**config.mk**
```make
export PLATFORM = sky130hd
export DESIGN_NAME = glyph_rom_arbiter
export DESIGN_NICKNAME = d
export VERILOG_FILES = /design/src/rtl/glyph_pkg.sv /design/src/rtl/rr_picker.sv /design/src/rtl/glyph_rom_arbiter.sv
export SDC_FILE = /design/constraint.sdc
export NUM_CORES = 1
export LEC_CHECK = 0
export BUFFER_PORTS_ARGS = -buffer_cell sky130_fd_sc_hd__clkbuf_2
export CAP_MARGIN = 30
export CORE_MARGIN = 2
export CORE_UTILIZATION = 23
export DETAILED_ROUTE_END_ITERATION = 10
export PLACE_DENSITY = 0.51
export SLEW_MARGIN = 10
export SYNTH_ARGS = -nofsm -noshare
export SYNTH_HDL_FRONTEND = slang
export SYNTH_SLANG_ARGS = --single-unit
```
**constraint.sdc**
```tcl
create_clock -name clk_in -period 2.69 [get_ports clk_in]
set_input_delay 0.538 -clock clk_in [delete_from_list [all_inputs] [get_ports clk_in]]
set_output_delay 0.538 -clock clk_in [all_outputs]
set_load 0.02 [all_outputs]
```
**src/rtl/glyph_pkg.sv**
```systemverilog
// Shared constants and helpers for the glyph ROM read path: requester count,
// ROM geometry, per-digit glyph base addresses.
package glyph_pkg;

    localparam int GLYPH_NUM_REQ     = 3;   // score, level, lines displays
    localparam int GLYPH_ADDR_W      = 14;
    localparam int GLYPH_ROM_LATENCY = 2;

    localparam int GLYPH_W    = 32;
    localparam int GLYPH_H    = 32;
    localparam int GLYPH_SIZE = GLYPH_W * GLYPH_H;
    localparam int NUM_DIGITS = 10;

    // Base address of the glyph for a decimal digit; glyphs are packed back to back.
    function automatic logic [GLYPH_ADDR_W-1:0] digit_base(input int digit);
        return GLYPH_ADDR_W'(digit * GLYPH_SIZE);
    endfunction

    // Address of one pixel inside a digit glyph, row-major.
    function automatic logic [GLYPH_ADDR_W-1:0] glyph_addr(input int digit,
                                                            input int row,
                                                            input int col);
        return GLYPH_ADDR_W'(digit * GLYPH_SIZE + row * GLYPH_W + col);
    endfunction

    // Width of a requester index; never zero even for a single requester.
    function automatic int idx_width(input int n);
        return (n > 1) ? $clog2(n) : 1;
    endfunction

endpackage

```
**src/rtl/rr_picker.sv**
```systemverilog
// Round-robin picker: chooses the first set request after the last-granted
// index, wrapping from NUM_REQ-1 back to 0.
module rr_picker
    import glyph_pkg::*;
#(
    parameter int NUM_REQ = GLYPH_NUM_REQ,
    parameter int IDX_W   = idx_width(NUM_REQ)
) (
    input  logic [NUM_REQ-1:0] req,
    input  logic [IDX_W-1:0]   last_idx,
    output logic [NUM_REQ-1:0] win_onehot,
    output logic [IDX_W-1:0]   win_idx,
    output logic               win_valid
);

    logic [IDX_W-1:0] cand;

    // Index of the i-th candidate in search order, starting one past last_idx.
    function automatic logic [IDX_W-1:0] wrap_idx(input int base, input int off);
        int s = base + 1 + off;
        if (s >= NUM_REQ) s -= NUM_REQ;
        return IDX_W'(s);
    endfunction

    // Scan candidates in priority order and keep the first requesting one.
    always_comb begin
        // NOTE: every output gets a default before the loop so no path leaves a
        // value unassigned, which would otherwise infer a latch.
        win_onehot = '0;
        win_idx    = '0;
        win_valid  = 1'b0;
        cand       = '0;
        for (int i = 0; i < NUM_REQ; i++) begin
            cand = wrap_idx(int'(last_idx), i);
            if (!win_valid && req[cand]) begin
                win_valid        = 1'b1;
                win_idx          = cand;
                win_onehot[cand] = 1'b1;
            end
        end
    end

endmodule

```
**src/rtl/glyph_rom_arbiter.sv**
```systemverilog
// Shares one single-port glyph ROM between several display requesters.
// One grant per cycle, round-robin; each grant is tagged and the tag travels
// alongside the ROM latency so the returned pixel lands at the right requester.
module glyph_rom_arbiter
    import glyph_pkg::*;
#(
    parameter int NUM_REQ     = GLYPH_NUM_REQ,
    parameter int ADDR_W      = GLYPH_ADDR_W,
    parameter int ROM_LATENCY = GLYPH_ROM_LATENCY
) (
    input  logic                           clk_in,
    input  logic                           rst_n_in,
    input  logic [NUM_REQ-1:0]             req_in,
    input  logic [NUM_REQ-1:0][ADDR_W-1:0] addr_in,
    output logic [NUM_REQ-1:0]             grant_out,
    output logic [ADDR_W-1:0]              rom_addr_out,
    input  logic                           rom_data_in,
    output logic [NUM_REQ-1:0]             rd_valid_out,
    output logic [NUM_REQ-1:0]             rd_data_out,
    output logic [15:0]                    contention_count_out
);

    localparam int IDX_W = idx_width(NUM_REQ);

    typedef struct packed {
        logic             valid;
        logic [IDX_W-1:0] idx;
    } tag_t;

    logic [NUM_REQ-1:0] masked_req;
    logic [NUM_REQ-1:0] win_onehot;
    logic [IDX_W-1:0]   win_idx;
    logic               win_valid;
    logic               contended;
    // Last-granted index; while grant_out is high it also names the current winner.
    logic [IDX_W-1:0]   last_idx_q;
    tag_t               tag_pipe [ROM_LATENCY];
    tag_t               tag_tail;

    // A requester granted this cycle is still holding req_in for the request
    // just accepted, so it sits out the next arbitration.
    assign masked_req = req_in & ~grant_out;
    assign contended  = ($countones(masked_req) > 1);
    assign tag_tail   = tag_pipe[ROM_LATENCY-1];

    rr_picker #(
        .NUM_REQ (NUM_REQ),
        .IDX_W   (IDX_W)
    ) u_picker (
        .req        (masked_req),
        .last_idx   (last_idx_q),
        .win_onehot (win_onehot),
        .win_idx    (win_idx),
        .win_valid  (win_valid)
    );

    // Register the grant, the ROM address and the round-robin pointer.
    always_ff @(posedge clk_in or negedge rst_n_in) begin
        // NOTE: state registers use non-blocking assignments so every register
        // here sees the pre-edge values of the others, independent of order.
        if (!rst_n_in) begin
            grant_out    <= '0;
            rom_addr_out <= '0;
            last_idx_q   <= IDX_W'(NUM_REQ - 1);
        end else begin
            grant_out <= win_onehot;
            if (win_valid) begin
                last_idx_q   <= win_idx;
                rom_addr_out <= addr_in[win_idx];
            end else begin
                rom_addr_out <= '0;
            end
        end
    end

    // Tag shift register: the tail lines up with rom_data_in for that grant.
    always_ff @(posedge clk_in or negedge rst_n_in) begin
        // NOTE: unlike a data RAM this array is reset, because a stale valid
        // bit left over from before reset would produce a spurious response.
        if (!rst_n_in) begin
            for (int i = 0; i < ROM_LATENCY; i++) tag_pipe[i] <= '0;
        end else begin
            tag_pipe[0] <= '{valid: |grant_out, idx: last_idx_q};
            for (int i = 1; i < ROM_LATENCY; i++) tag_pipe[i] <= tag_pipe[i-1];
        end
    end

    // Capture the ROM bit for the tagged requester and pulse its valid.
    always_ff @(posedge clk_in or negedge rst_n_in) begin
        if (!rst_n_in) begin
            rd_valid_out <= '0;
            rd_data_out  <= '0;
        end else begin
            rd_valid_out <= '0;
            if (tag_tail.valid) begin
                rd_valid_out[tag_tail.idx] <= 1'b1;
                rd_data_out[tag_tail.idx]  <= rom_data_in;
            end
        end
    end

    // Saturating count of edges where two or more requesters compete.
    always_ff @(posedge clk_in or negedge rst_n_in) begin
        if (!rst_n_in) begin
            contention_count_out <= '0;
        end else if (contended && (contention_count_out != 16'hFFFF)) begin
            contention_count_out <= contention_count_out + 16'd1;
        end
    end

endmodule
```
Yosys cells after proc, flatten, opt, wreduce, memory -nomap -nowiden
Index checks and enable logic that the tools add are counted.
{"block": "totals", "register_bits": 47, "in_bits": 48, "output_inout_bits": 39, "elab_cells": 78}
{"block": "op_classes", "add_sub_neg": 9, "magnitude_cmp": 13, "eq_ne": 1, "n_mux": 31, "bitwise": 4, "n_reduce_logical": 10}
{"op": "$ge A32 B3 Y1 const B", "n": 2}
{"op": "$bmux W14 S2", "n": 1}
{"op": "$mux W14", "n": 2}
{"op": "$add A16 B1 Y16 const B", "n": 1}
{"op": "$ne A16 B16 Y1 const B", "n": 1}
{"op": "$lt A2 B3 Y1 const B", "n": 5}
{"op": "$mux W2", "n": 6}
{"op": "$mux W3", "n": 4}
{"op": "$mux W1", "n": 10}
{"op": "$demux W1 S2", "n": 4}
{"op": "$ge A2 B1 Y1 const B", "n": 4}
{"op": "$logic_and A1 B1 Y1", "n": 7}
{"op": "$bmux W1 S2", "n": 3}
{"op": "$or A3 B3 Y3", "n": 2}
{"op": "$add A3 B1 Y4 const B", "n": 1}
{"op": "$add A3 B2 Y4 const B", "n": 1}
{"op": "$sub A2 B1 Y2 const B", "n": 2}
{"op": "$add A2 B1 Y3", "n": 1}
{"op": "$add A2 B1 Y3 const B", "n": 1}
{"op": "$and A3 B3 Y3", "n": 1}
{"op": "$bwmux W3", "n": 1}
{"op": "$ge A3 B2 Y1 const B", "n": 1}
{"op": "$gt A3 B1 Y1 const B", "n": 1}
{"op": "$not A3 Y3", "n": 1}
{"op": "other kinds (4)", "n": 5}

Longest topological paths before layout
Gate-level depths: netlist (run 1).
{"block": "logic_depth", "ltp_word": 15, "depth_mapped": 9, "mapped_depth_nobuf": 7}

By module
A second synthesis (run 1) with hierarchy kept.
{"block": "hier_totals", "hier_cells": 226, "hier_area_um2": 2519.9}
{"module": "glyph_rom_arbiter", "n_inst": 1, "cells_per_inst": 179, "area_each_um2": 2169.6, "seq_area_each_um2": 1177.4}
{"module": "rr_picker", "n_inst": 1, "cells_per_inst": 47, "area_each_um2": 350.3, "seq_area_each_um2": 0.0}

Least setup slack after synthesis (run 1)
Ideal clock, no wire load.
{"block": "synth_path", "path_kind": "register to register", "startpoint": "register last_idx_q[1]", "endpoint": "register rom_addr_out[10]", "setup_time_ns": 0.119, "arrival_ns": 2.288, "required_time_ns": 2.571, "setup_slack_ns": 0.283, "path_stages_with_launch": 10, "n_path_buf": 2, "period_less_slack_ns": 2.407, "cell_sequence": "dfstp_2 inv_1 ha_1 buf_6 and4bb_1 a311oi_2 a21oi_1 o22ai_4 buf_6 o2bb2ai_2"}
{"block": "synth_via", "elab_chain_cells": 15, "elab_cells_between_ends": 31, "classes_between": "add/sub: 6; order compare: 3; mux: 18; reduce/logical: 4"}
{"item": "start: declaration", "line": "glyph_rom_arbiter.sv:36", "source": "logic [IDX_W-1:0] last_idx_q;"}
{"item": "start signal: assignment", "line": "glyph_rom_arbiter.sv:64", "source": "last_idx_q <= IDX_W'(NUM_REQ - 1);"}
{"item": "start signal: assignment", "line": "glyph_rom_arbiter.sv:68", "source": "last_idx_q <= win_idx;"}
{"item": "$add A2 B1 Y3 (*)", "line": "rr_picker.sv:20", "source": "int s = base + 1 + off;"}
{"item": "branches (longest 13 deep; another with $ge A32 B3 Y1)"}
{"item": "$mux W14 (*)", "line": "glyph_rom_arbiter.sv:67", "source": "if (win_valid) begin"}
{"item": "end signal: assignment", "line": "glyph_rom_arbiter.sv:69", "source": "rom_addr_out <= addr_in[win_idx];"}
{"item": "end: declaration", "line": "glyph_rom_arbiter.sv:16", "source": "output logic [ADDR_W-1:0] rom_addr_out,"}
Mark *: on every way between the ends. The select of a mux whose other input is x is not followed.
A chain may end at the register's enable or synchronous reset.

Worst setup path after layout (run 1)
{"block": "layout_path", "startpoint": "register last_idx_q[1]", "endpoint": "register rom_addr_out[2]"}
The elaborated chain is that of the path after synthesis.

==> results of run 1 <==
-- logic make-up after synthesis --
kind of cell	count (synthesis)
compound gates	38
xor+xnor	13
fa+ha+maj	8
buf+inv	13
flops	47
mux	19
simple gates	54
-- path summary, 6_finish.rpt --
path / end / slack, ns
max reg2reg: rom_addr_out[2]$_DFF_PN0_ / 0.15
max: rom_addr_out[2]$_DFF_PN0_ / 0.15
min reg2reg: tag_pipe[0]$_DFF_PN0_ / 0.36
min: rd_valid_out[1]$_DFF_PN0_ / 0.28
max in group asynchronous: contention_count_out[10]$_DFFE_PN0P_ / 1.77
min in group clk_in: tag_pipe[0]$_DFF_PN0_ / 0.36
-- registers in the layout (all words and copies together), names as in the netlist --
signal	cells
rd_data_out	3
last_idx_q	2
tag_pipe	6
contention_count_out	16
grant_out	3
rom_addr_out	14
rd_valid_out	3
-- layout by cell type (no fill, tap or decap), drive strengths merged, types with 4 or more instances in the layout --
cell      n
clkbuf   93
o2bb2ai  14
inv       9
nor2      9
dfrtp    46
nand3     8
mux2i    14
a21oi     5
nand2     7
buf      11
mux2      5
o21ai     4
nand4     4
xnor2     9
xor2      4
ha        8
-- critical path, cell delays in order (launching register included) --
cell       delay, ns
dfstp_2         0.53
inv_1           0.07
ha_1            0.42
or4b_1          0.72
nand3_2         0.17
o31ai_4         0.09
buf_12          0.18
mux2i_1         0.18
o2bb2ai_1       0.08
-- layout make-up --
cell class,count,area share (%)
clock buffer,7,2.69
sequential,47,36.7
multi-input combinational,132,36.9
timing repair buffer,97,17.1
tap,136,5.30
clock inverter,1,0.273
inverter,9,1.05
-- what timing repair did --
item                                    4_1_cts  5_1_grt
endpoints found under the setup margin        0       15
setup buffers                                 0        2
gates resized for setup                       0        0
-- layer usage --
| metal | GRT usage, % | routed length [µm] | vias to the layer above |
|---|---|---|---|
| li1 | - | - | 907 |
| met1 | 12.8 | 2450 | 878 |
| met2 | 17.8 | 2840 | 62 |
| met3 | 2.98 | 383 | 2 |
| met4 | 1.95 | 12 | 0 |
| met5 | 0 | 0 | - |
-- power by group --
group / total, mW / leakage, nW / switching, mW / internal (mW)
Combinational: 2.53 / 0.871 / 1.40 / 1.13
Clock: 0.445 / 0.0484 / 0.234 / 0.211
Sequential: 1.19 / 0.587 / 0.188 / 1.00
Total: 4.16 / 1.51 / 1.82 / 2.34
==> impl_metrics.sql, run 1 <==
INSERT INTO impl_metrics (metric_group, metric, value, unit) VALUES
('routing', 'via_count', '1849', ''),
('yosys', 'synth_top_family_by_area', 'compound AO/OA/AOI/OAI gates', ''),
('clocking', 'worst_setup_hold_path_clk_slew', '0.09', 'ns'),
('sta', 'peak_freq', '0.393', 'GHz'),
('placed_design', 'detailed_place_hpwl', '4490', 'µm'),
('placed_design', 'finalWeightedCongestion', '0.833', ''),
('routing', 'via_per_inst', '4.31', ''),
('sta', 'final.period_utilization', '94.5', '%'),
('yosys', 'syn_avg_cell_area', '12.7', 'µm²'),
('placed_design', 'buffers_on_ports', '86', ''),
('global_route', 'grt_overflow_total', '0', ''),
('yosys', 'ys.warnings.count', '0', ''),
('yosys', 'synth.ff_latch_count', '47', ''),
('setup_path', 'critical_path.startpoint', 'last_idx_q[1]$_DFFE_PN1P_', ''),
('sta', 'post-route-worst-setup-slack', '0.147', 'ns'),
('clocking', 'cts_tree', 'done', ''),
('floorplan', 'initial_core_util', '23.7', '%'),
('yosys', 'postSynthCellCount', '192', ''),
('final_layout', 'area_used_by_multi_input_combinational_logic', '1180', 'µm²'),
('floorplan', 'num_rows', '37', ''),
('clocking', 'h-tree-depth', '2', ''),
('setup_path', 'setup.worst_path.class', 'reg2reg', ''),
('final_layout', 'final_cell_area', '3210', 'µm²'),
('yosys', 'synth_top_cells_by_count', 'dfrtp_1 (46), mux2i_1 (14), o2bb2ai_2 (10)', ''),
('routing', 'finalWirelength', '5680', 'µm'),
('global_route', 'antenna_found_initial', '0', ''),
('yosys', 'synthDistinctLibCells', '54', ''),
('setup_path', 'path_max_fanout', '14', ''),
('routing', 'firstDrtPassIters', '4', ''),
('yosys', 'synth_compound_gate_area_share', '17.0', '%'),
('setup_path', 'cp_data_arrival_time', '2.73', 'ns'),
('setup_path', 'setup.worst_path.start_class', 'flip-flop', ''),
('sta', 'worst_pin_slew', '0.701', 'ns'),
('yosys', 'synth-edff-count', '0', ''),
('sta', 'setup_viol', '0', ''),
('floorplan', 'boundaryPins', '87', ''),
('floorplan', 'fp.dieW', '107', 'µm'),
('sta', 'hold_viol', '0', ''),
('setup_path', 'critical_path_required', '2.88', 'ns'),
('global_route', 'track_usage', '10.3', '%'),
('global_route', 'grt_pass1_wl', '9370', 'µm'),
('yosys', 'yosys-mux-area-fraction', '8.08', '%'),
('yosys', 'ys.flop_type', 'dfrtp_1', ''),
('yosys', 'synth_fp_nets', '248', ''),
('yosys', 'post-synth-top-area-fraction', '47.3', '%'),
('sta', 'setup_total_negative_slack', '0', 'ns'),
('yosys', 'post_synthesis_share_of_cell_area_spent_on_full_adders_half_adders_and_majority_gates', '4.12', '%'),
('final_layout', 'drive_above_1_share', '44.7', '%'),
('clocking', 'tritoncts_num_sinks', '47', ''),
('clocking', 'clk_root_buffer_cell', 'clkbuf_8', ''),
('clocking', 'worst_skew_pair.late_latency', '0.29', 'ns'),
('power_and_ir_drop', 'ir_worst_vdd', '0.552', 'mV'),
('setup_path', 'rr_worst_depth', '8', ''),
('routing', 'wl_per_cell', '13.2', 'µm'),
('final_layout', 'fin_cells', '429', ''),
('routing', 'post_detailed_route_count_of_antenna_violating_nets', '0', ''),
('setup_path', 'critPathCaptureType', 'flip-flop', ''),
('yosys', 'mappedNetlistArea', '2430', 'µm²'),
('placed_design', 'placement.cell_area', '3090', 'µm²'),
('power_and_ir_drop', 'power_leakage', '1.51', 'nW'),
('clocking', 'tritoncts.num_buffers', '5', ''),
('placed_design', 'post-place-ws', '0.0508', 'ns'),
('yosys', 'synth_top_cells_by_area', 'dfrtp_1 (47%), o2bb2ai_2 (6.2%), mux2i_1 (5.8%), ha_1 (4.1%), xnor2_1 (3.2%)', ''),
('sta', 'finalCriticalPeriod', '2.54', 'ns'),
('yosys', 'synthArstFlopShare', '100', '%'),
('final_layout', 'fin_nets', '348', ''),
('clocking', 'post_cts_hold_buffer_count', '0', ''),
('status', 'status', 'finished, final reports clean', ''),
('yosys', 'synth_simple_gate_area_share', '14.7', '%'),
('setup_path', 'regToRegStartpoint', 'last_idx_q[1]$_DFFE_PN1P_', ''),
('sta', 'holdWs', '0.276', 'ns');
Note: power is estimated with default switching activity, not from simulation.
==> inputs of run 2 (changes only) <==
--- a/config.mk
+++ b/config.mk
@@ -5,13 +5,13 @@
 export SDC_FILE = /design/constraint.sdc
 export NUM_CORES = 1
 export LEC_CHECK = 0
-export BUFFER_PORTS_ARGS = -buffer_cell sky130_fd_sc_hd__clkbuf_2
 export CAP_MARGIN = 30
 export CORE_MARGIN = 2
 export CORE_UTILIZATION = 23
 export DETAILED_ROUTE_END_ITERATION = 10
-export PLACE_DENSITY = 0.51
+export DONT_BUFFER_PORTS = 1
 export SLEW_MARGIN = 10
 export SYNTH_ARGS = -nofsm -noshare
 export SYNTH_HDL_FRONTEND = slang
+export SYNTH_HIERARCHICAL = 1
 export SYNTH_SLANG_ARGS = --single-unit
==> run 2 against run 1 <==
  * Final area fell by 8.7%
  * Worst hold slack worse by 0.21 ns
  * Global-route usage is 0.10 points lower
  * Largest cell class unchanged
  * Largest power group unchanged
  * Highest routed layer unchanged
==> impl_metrics.sql, run 2 <==
INSERT INTO impl_metrics (metric_group, metric, value, unit) VALUES
('clocking', 'worst_setup_hold_path_clk_slew', '0.09', 'ns'),
('final_layout', 'final_util', '27.3', '%'),
('final_layout', 'drive_above_1_share', '21.3', '%'),
('final_layout', 'largest_register_ff_count', '16', ''),
('final_layout', 'top_register', 'contention_count_out', ''),
('clocking', 'cts-root-to-sink-buffers', '2', ''),
('sta', 'finalCriticalPeriod', '2.47', 'ns'),
('clocking', 'cts_tree', 'done', ''),
('setup_path', 'critical_path_required', '2.89', 'ns'),
('placed_design', 'finalWeightedCongestion', '0.748', ''),
('setup_path', 'setup.worst_path.start_class', 'flip-flop', ''),
('clocking', 'worst_skew_pair.late_latency', '0.30', 'ns'),
('final_layout', 'layout_commonest_cell', 'dfrtp_1', ''),
('final_layout', 'fin_nets', '299', ''),
('yosys', 'post-synth-top-area-cell', 'dfrtp_1', ''),
('routing', 'via_per_inst', '4.53', ''),
('sta', 'unrepaired_setup_endpoints_after_global_routing', 'false', ''),
('power_and_ir_drop', 'p_per_area', '1310', 'nW/µm²'),
('global_route', 'grt_max_degree', '47', ''),
('sta', 'skew', '0.00288', 'ns'),
('sta', 'max_transition_margin', '62.2', '%'),
('sta', 'peak_freq', '0.405', 'GHz'),
('sta', 'hold_viol', '0', ''),
('sta', 'final.period_utilization', '91.8', '%'),
('status', 'status', 'finished, final reports clean', ''),
('power_and_ir_drop', 'power_leakage', '1.26', 'nW'),
('floorplan', 'boundaryPins', '87', ''),
('yosys', 'synth_top_cells_by_count', 'dfrtp_1 (46), o21ai_0 (21), nand2_1 (19), mux2i_1 (17), and2_1 (14)', ''),
('setup_path', 'path_max_fanout', '8', ''),
('routing', 'via_count', '1741', ''),
('yosys', 'synth-edff-count', '0', ''),
('placed_design', 'detailed_place_hpwl', '4220', 'µm'),
('sta', 'drv_slew', '0', ''),
('yosys', 'ys.flop_type', 'dfrtp_1', ''),
('setup_path', 'setup.worst_path.class', 'reg2reg', ''),
('clocking', 'clk_root_buffer_cell', 'clkbuf_8', ''),
('power_and_ir_drop', 'ir_worst_vdd', '0.500', 'mV'),
('floorplan', 'design.die.area', '11800', 'µm²'),
('yosys', 'ys.warnings.count', '6', ''),
('floorplan', 'fp.dieW', '109', 'µm'),
('global_route', 'grt_overflow_total', '0', ''),
('clocking', 'h-tree-depth', '2', ''),
('routing', 'wl_per_cell', '15.1', 'µm'),
('yosys', 'postSynthCellCount', '226', ''),
('yosys', 'synth.ff_latch_count', '47', ''),
('sta', 'setup_viol', '0', ''),
('final_layout', 'fin_cells', '384', ''),
('final_layout', 'antennaDiodeCount', '0', ''),
('worst_hold_path', 'hold_class', 'in2async', ''),
('routing', 'first_iter_violations', '81', ''),
('job', 'timing.max_cap.violations', '0', ''),
('global_route', 'track_usage', '10.2', '%'),
('yosys', 'synth_seq_area_share', '46.7', '%'),
('yosys', 'syn_avg_cell_area', '11.2', 'µm²'),
('setup_path', 'cp_data_arrival_time', '2.67', 'ns'),
('yosys', 'synthDistinctLibCells', '44', ''),
('sta', 'worst_pin_slew', '0.567', 'ns'),
('final_layout', 'num-fill-cells', '1146', ''),
('setup_path', 'critPathCaptureType', 'flip-flop', ''),
('global_route', 'grt_pass1_vias', '1805', ''),
('yosys', 'mappedNetlistArea', '2520', 'µm²'),
('sta', 'setup_total_negative_slack', '0', 'ns'),
('floorplan', 'placeable_core_area', '10700', 'µm²'),
('final_layout', 'mostFrequentLayoutCells', 'dfrtp_1 (46), o21ai_0 (21), nand2_1 (19), mux2i_1 (17)', ''),
('global_route', 'grt_pass1_wl', '9230', 'µm'),
('placed_design', 'dpl.cell_count', '372', ''),
('yosys', 'post-synth-top-area-fraction', '45.7', '%'),
('routing', 'finalWirelength', '5790', 'µm'),
('routing', 'drc_errors', '0', ''),
('yosys', 'synthMostInstantiatedCell', 'dfrtp_1', ''),
('placed_design', 'buffers_on_ports', '0', ''),
('floorplan', 'num_rows', '38', ''),
('routing', 'firstDrtPassIters', '4', ''),
('yosys', 'synthArstFlopShare', '100', '%'),
('setup_path', 'worst_path_most_repeated_cell', 'mux2i_1', ''),
('setup_path', 'path_cells', 'inv_1 -> ha_4 -> mux2i_1 -> o21a_2 -> nor2_1 -> a31oi_4 -> buf_6 -> mux2i_1 -> o21ai_0 -> and2_1', ''),
('clocking', 'tritoncts_num_sinks', '47', ''),
('setup_path', 'crit_path_top_delay_cell', 'dfstp_2', ''),
('floorplan', 'initial_core_util', '23.5', '%'),
('final_layout', 'largestRegisters', 'contention_count_out: 16 flops, rom_addr_out: 14 flops, tag_pipe: 6 flops', ''),
('yosys', 'synth_fp_nets', '282', ''),
('floorplan', 'dieHeight', '109', 'µm'),
('global_route', 'antenna_found_initial', '0', ''),
('yosys', 'synth_top_cells_by_area', 'dfrtp_1 (46%), mux2i_1 (6.8%), o21ai_0 (4.2%), ha_1 (4.0%), and2_1 (3.5%)', ''),
('setup_path', 'critical_path.max_stage_delay', '0.54', 'ns'),
('routing', 'post_detailed_route_count_of_antenna_violating_nets', '0', ''),
('final_layout', 'synthToLayoutAreaGrowth', '16.4', '%'),
('clocking', 'tritoncts.num_buffers', '5', '');
[run 2: cell types whose count changed in the layout (fill, tap and decap cells not counted), sizes merged, moves of 5 or more]
| cell | previous run | this run |
|---|---|---|
| nand2 | 7 | 19 |
| and2 | 1 | 14 |
| clkbuf | 93 | 6 |
| o2bb2ai | 14 | 0 |
| buf | 11 | 16 |
| o21ai | 4 | 21 |
| xnor2 | 9 | 3 |
| xor2 | 4 | 9 |
[run 2: final cells by class]
cell class	count	area (µm²)	share of cell area [%]
Clock inverter	3	20.0	0.683
Multi-Input combinational cell	164	1310	44.7
Tap cell	140	175	5.97
Sequential cell	47	1180	40.1
Inverter	8	30.0	1.02
Clock buffer	5	68.8	2.35
Timing Repair Buffer	17	151	5.16
[run 2: path summary, 6_finish.rpt]
check                                                       to                       from  slack, ns  cells past startpoint
min in group clk_in                      tag_pipe[1]$_DFF_PN0_      tag_pipe[4]$_DFF_PN0_       0.36                      0
max in group asynchronous  contention_count_out[6]$_DFFE_PN0P_                   rst_n_in       2.41                      1
max reg2reg                          rom_addr_out[8]$_DFF_PN0_  last_idx_q[1]$_DFFE_PN1P_       0.22                     10
min                                  last_idx_q[1]$_DFFE_PN1P_                   rst_n_in       0.07                      0
max                                  rom_addr_out[8]$_DFF_PN0_  last_idx_q[1]$_DFFE_PN1P_       0.22                     10
min reg2reg                              tag_pipe[1]$_DFF_PN0_      tag_pipe[4]$_DFF_PN0_       0.36                      0
[run 2: worst max-delay path, delay by kind of cell, from the launching register on]
kind / cells / cell delay, ns
flip-flops: 1 / 0.54
AO/OA/AOI/OAI: 3 / 0.53
multiplexers: 2 / 0.43
adder cells (fa/ha/maj): 1 / 0.33
buffers and inverters: 2 / 0.30
AND/OR/NAND/NOR: 2 / 0.25
[run 2: power breakdown]
group | switching, mW | total [mW] | leakage (nW) | internal (mW)
registers | 0.446 | 1.44 | 0.587 | 0.990
logic | 1.02 | 1.96 | 0.632 | 0.946
clock network | 0.251 | 0.433 | 0.0402 | 0.181
total | 1.71 | 3.83 | 1.26 | 2.12
[run 2: cell families after synthesis]
| logic type | after synthesis | share of synthesized area, % |
|---|---|---|
| muxes | 25 | 10.5 |
| and+or+nand+nor | 82 | 22.3 |
| buffers and inverters | 15 | 2.43 |
| DFF | 47 | 46.7 |
| adders and majority gates | 8 | 3.97 |
| AOI/OAI and AO/OA | 37 | 9.93 |
| xor gates and xnor gates | 12 | 4.17 |
[run 2: through the flow]
step           total power [mW]  hold WS [ns]  setup WS [ns]  cell area [µm²]
2_1_floorplan              2.76         0.242         0.0156             2520
3_3_place_gp               3.24         0.245         0.0658             2770
3_5_place_dp               3.29         0.245        0.00609             2770
4_1_cts                    3.76        0.0571        0.00967             2890
5_1_grt                    4.17        0.0433         0.0440             2930
6_report                   3.83        0.0686          0.220             2930
[run 2: layer usage]
metal | GRT usage [%] | vias to the layer above | routed length [µm] | share of wire [%]
met5 | 0 | - | 0 | 0
met3 | 2.93 | 7 | 360 | 6.2
met2 | 17.2 | 56 | 2970 | 51
li1 | - | 836 | - | -
met1 | 12.1 | 842 | 2370 | 41
met4 | 4.40 | 0 | 90 | 1.6
[run 2: timing repair]
action,in CTS,in global routing
endpoints found under the hold margin,46,0
endpoints found under the setup margin,2,14
hold buffers,1,0
resized for setup,1,5
pin swaps,0,0
gates cloned,0,1
buffers inserted,0,2
==> inputs of run 3 (changes only) <==
--- a/config.mk
+++ b/config.mk
@@ -7,9 +7,11 @@
 export LEC_CHECK = 0
 export CAP_MARGIN = 30
 export CORE_MARGIN = 2
-export CORE_UTILIZATION = 23
+export CORE_UTILIZATION = 55
 export DETAILED_ROUTE_END_ITERATION = 10
 export DONT_BUFFER_PORTS = 1
+export PLACE_DENSITY = 0.7
+export REMOVE_ABC_BUFFERS = 1
 export SLEW_MARGIN = 10
 export SYNTH_ARGS = -nofsm -noshare
 export SYNTH_HDL_FRONTEND = slang
==> run 3 against run 2 <==
  * Clock power grew 14%
  * Cell count decreased by 23%
  * Power grew 2.2%
  * Worst setup slack worse by 0.12 ns
  * Via count up 2.6%
  * Worst hold slack improved by 0.022 ns
  * Core utilization rose by 37 points
  * Critical endpoint is now rom_addr_out[11]$_DFF_PN0_
  * Largest cell class unchanged
==> impl_metrics.sql, run 3 (synthesis results as in run 2) <==
INSERT INTO impl_metrics (metric_group, metric, value, unit) VALUES
('floorplan', 'initial_core_util', '57.5', '%'),
('floorplan', 'placeable_core_area', '4380', 'µm²'),
('setup_path', 'setup.worst_path.start_class', 'flip-flop', ''),
('final_layout', 'top_register', 'contention_count_out', ''),
('final_layout', 'mostFrequentLayoutCells', 'dfrtp_1 (46), o21ai_0 (21), nand2_1 (19), mux2i_1 (17), buf_4 (15)', ''),
('sta', 'drv_slew', '0', ''),
('power_and_ir_drop', 'p_int', '2.23', 'mW'),
('clocking', 'clk_root_buffer_cell', 'clkbuf_8', ''),
('floorplan', 'fp.dieW', '71.7', 'µm'),
('sta', 'skew', '0.00410', 'ns'),
('status', 'status', 'finished, final reports clean', ''),
('routing', 'first_iter_violations', '81', ''),
('sta', 'setup_total_negative_slack', '0', 'ns'),
('sta', 'max_transition_margin', '60.5', '%'),
('sta', 'worst_pin_slew', '0.586', 'ns'),
('power_and_ir_drop', 'share_clk_of_total_power', '12.6', '%'),
('setup_path', 'cp_data_arrival_time', '2.76', 'ns'),
('clocking', 'h-tree-depth', '2', ''),
('global_route', 'antenna_found_initial', '0', ''),
('routing', 'post_detailed_route_count_of_antenna_violating_nets', '0', ''),
('final_layout', 'largestRegisters', 'contention_count_out: 16 flops, rom_addr_out: 14 flops, tag_pipe: 6 flops', ''),
('sta', 'post-route-worst-setup-slack', '0.104', 'ns'),
('placed_design', 'placement.cell_area', '2650', 'µm²'),
('final_layout', 'drive_above_1_share', '20.5', '%'),
('routing', 'finalWirelength', '5210', 'µm'),
('final_layout', 'fin_nets', '299', ''),
('final_layout', 'num-fill-cells', '356', ''),
('sta', 'hold_viol', '0', ''),
('power_and_ir_drop', 'power_leakage', '1.27', 'nW'),
('sta', 'finalCriticalPeriod', '2.59', 'ns'),
('global_route', 'track_usage', '20.3', '%'),
('global_route', 'grt_pass1_wl', '8270', 'µm'),
('setup_path', 'critPathCaptureType', 'flip-flop', ''),
('power_and_ir_drop', 'p_switching', '1.69', 'mW'),
('clocking', 'cts_tree', 'done', ''),
('final_layout', 'final_cell_area', '2840', 'µm²'),
('global_route', 'grt_max_degree', '47', ''),
('placed_design', 'finalWeightedCongestion', '0.885', ''),
('clocking', 'tritoncts_num_sinks', '47', ''),
('setup_path', 'setup.worst_path.class', 'reg2reg', ''),
('final_layout', 'layout_commonest_cell', 'dfrtp_1', ''),
('placed_design', 'post-place-ws', '-0.0852', 'ns'),
('clocking', 'worst_skew_pair.late_latency', '0.28', 'ns'),
('power_and_ir_drop', 'share_seq_of_total_power', '36.9', '%'),
('floorplan', 'boundaryPins', '87', ''),
('job', 'timing.max_cap.violations', '0', ''),
('global_route', 'grt_overflow_total', '0', ''),
('worst_hold_path', 'hold_class', 'in2async', ''),
('power_and_ir_drop', 'combPwrFrac', '50.5', '%'),
('global_route', 'grt_pass1_vias', '1793', ''),
('setup_path', 'critical_path_required', '2.87', 'ns'),
('final_layout', 'largest_register_ff_count', '16', ''),
('sta', 'peak_freq', '0.387', 'GHz'),
('routing', 'via_per_inst', '6.04', ''),
('floorplan', 'num_rows', '24', ''),
('placed_design', 'dpl.cell_count', '283', ''),
('sta', 'final.period_utilization', '96.2', '%'),
('power_and_ir_drop', 'p_per_area', '1380', 'nW/µm²'),
('setup_path', 'path_max_fanout', '10', ''),
('routing', 'drc_errors', '0', ''),
('power_and_ir_drop', 'swShare', '43.1', '%'),
('power_and_ir_drop', 'ir_worst_vdd', '0.986', 'mV'),
('final_layout', 'synthToLayoutAreaGrowth', '12.6', '%'),
('clocking', 'tritoncts.num_buffers', '5', ''),
('sta', 'setup_viol', '0', ''),
('floorplan', 'design.die.area', '5140', 'µm²'),
('final_layout', 'fin_cells', '296', ''),
('final_layout', 'antennaDiodeCount', '0', ''),
('placed_design', 'detailed_place_hpwl', '3800', 'µm'),
('floorplan', 'dieHeight', '71.7', 'µm'),
('clocking', 'cts-root-to-sink-buffers', '2', ''),
('placed_design', 'buffers_on_ports', '0', ''),
('clocking', 'worst_setup_hold_path_clk_slew', '0.08', 'ns'),
('routing', 'wl_per_cell', '17.6', 'µm'),
('routing', 'via_count', '1787', ''),
('routing', 'firstDrtPassIters', '4', '');
[run 3: cell types whose count changed in the layout (fill, tap and decap cells not counted), sizes merged]
cell	before	now
clkinvlp	2	0
buf	16	17
bufinv	0	1
clkbuf	6	7
clkinv	1	0
[run 3: timing repair]
item,4_1_cts,5_1_grt
hold buffers,1,0
buffers inserted,0,3
hold endpoints to repair,46,0
gates cloned,0,1
pin swaps,0,1
gates resized for setup,2,5
endpoints found under the setup margin,13,13
[run 3: path summary, 6_finish.rpt]
path	cells past startpoint	slack [ns]	from	endpoint
setup / recovery	9	0.10	last_idx_q[1]$_DFFE_PN1P_	rom_addr_out[11]$_DFF_PN0_
hold / removal	0	0.09	rst_n_in	last_idx_q[1]$_DFFE_PN1P_
setup reg to reg	9	0.10	last_idx_q[1]$_DFFE_PN1P_	rom_addr_out[11]$_DFF_PN0_
hold reg to reg	0	0.35	tag_pipe[4]$_DFF_PN0_	tag_pipe[1]$_DFF_PN0_
max in group asynchronous	1	2.41	rst_n_in	tag_pipe[2]$_DFF_PN0_
min in group clk_in	0	0.35	tag_pipe[4]$_DFF_PN0_	tag_pipe[1]$_DFF_PN0_
[run 3: metal layers]
layer | routed length, µm | part of all wire [%] | GRT usage [%]
met5 | 0 | 0 | 0
met4 | 72 | 1.4 | 6.08
met3 | 283 | 5.4 | 5.34
met2 | 2580 | 50 | 33.1
met1 | 2270 | 44 | 26.6
[run 3: through the flow]
stage	util (%)	hold WS (ns)	total power, mW
after CTS	63.6	0.0786	3.75
after detailed placement	60.4	0.243	3.21
after global routing	64.7	0.0699	4.20
final	64.7	0.0905	3.91
after floorplan	-	0.242	2.71
after global placement	60.4	0.243	3.13
[run 3: layout make-up]
type                       count  area, µm²  share of cell area, %
clock inverter                 1       30.0                   1.06
clock buffer                   7       76.3                   2.69
multi-input combinational    164       1310                   46.1
inverter                       8       30.0                   1.06
sequential                    47       1180                   41.5
timing repair buffer          17        151                   5.34
tap                           52       65.1                   2.29
[run 3: critical path: stages (launching register included)]
cell	delay (ns)
dfstp_2	0.57
inv_1	0.06
ha_1	0.32
buf_4	0.19
or3b_4	0.44
a31oi_4	0.23
buf_4	0.22
mux2i_1	0.21
o21ai_0	0.09
and2_1	0.16
[run 3: power by group through the flow]
stage	clock [mW]	combinational [mW]	sequential, mW
after floorplan	0	1.29	1.41
after global routing	0.534	2.18	1.48
after detailed placement	0	1.75	1.46
after CTS	0.506	1.80	1.45
final	0.492	1.98	1.44
after global placement	0	1.68	1.45
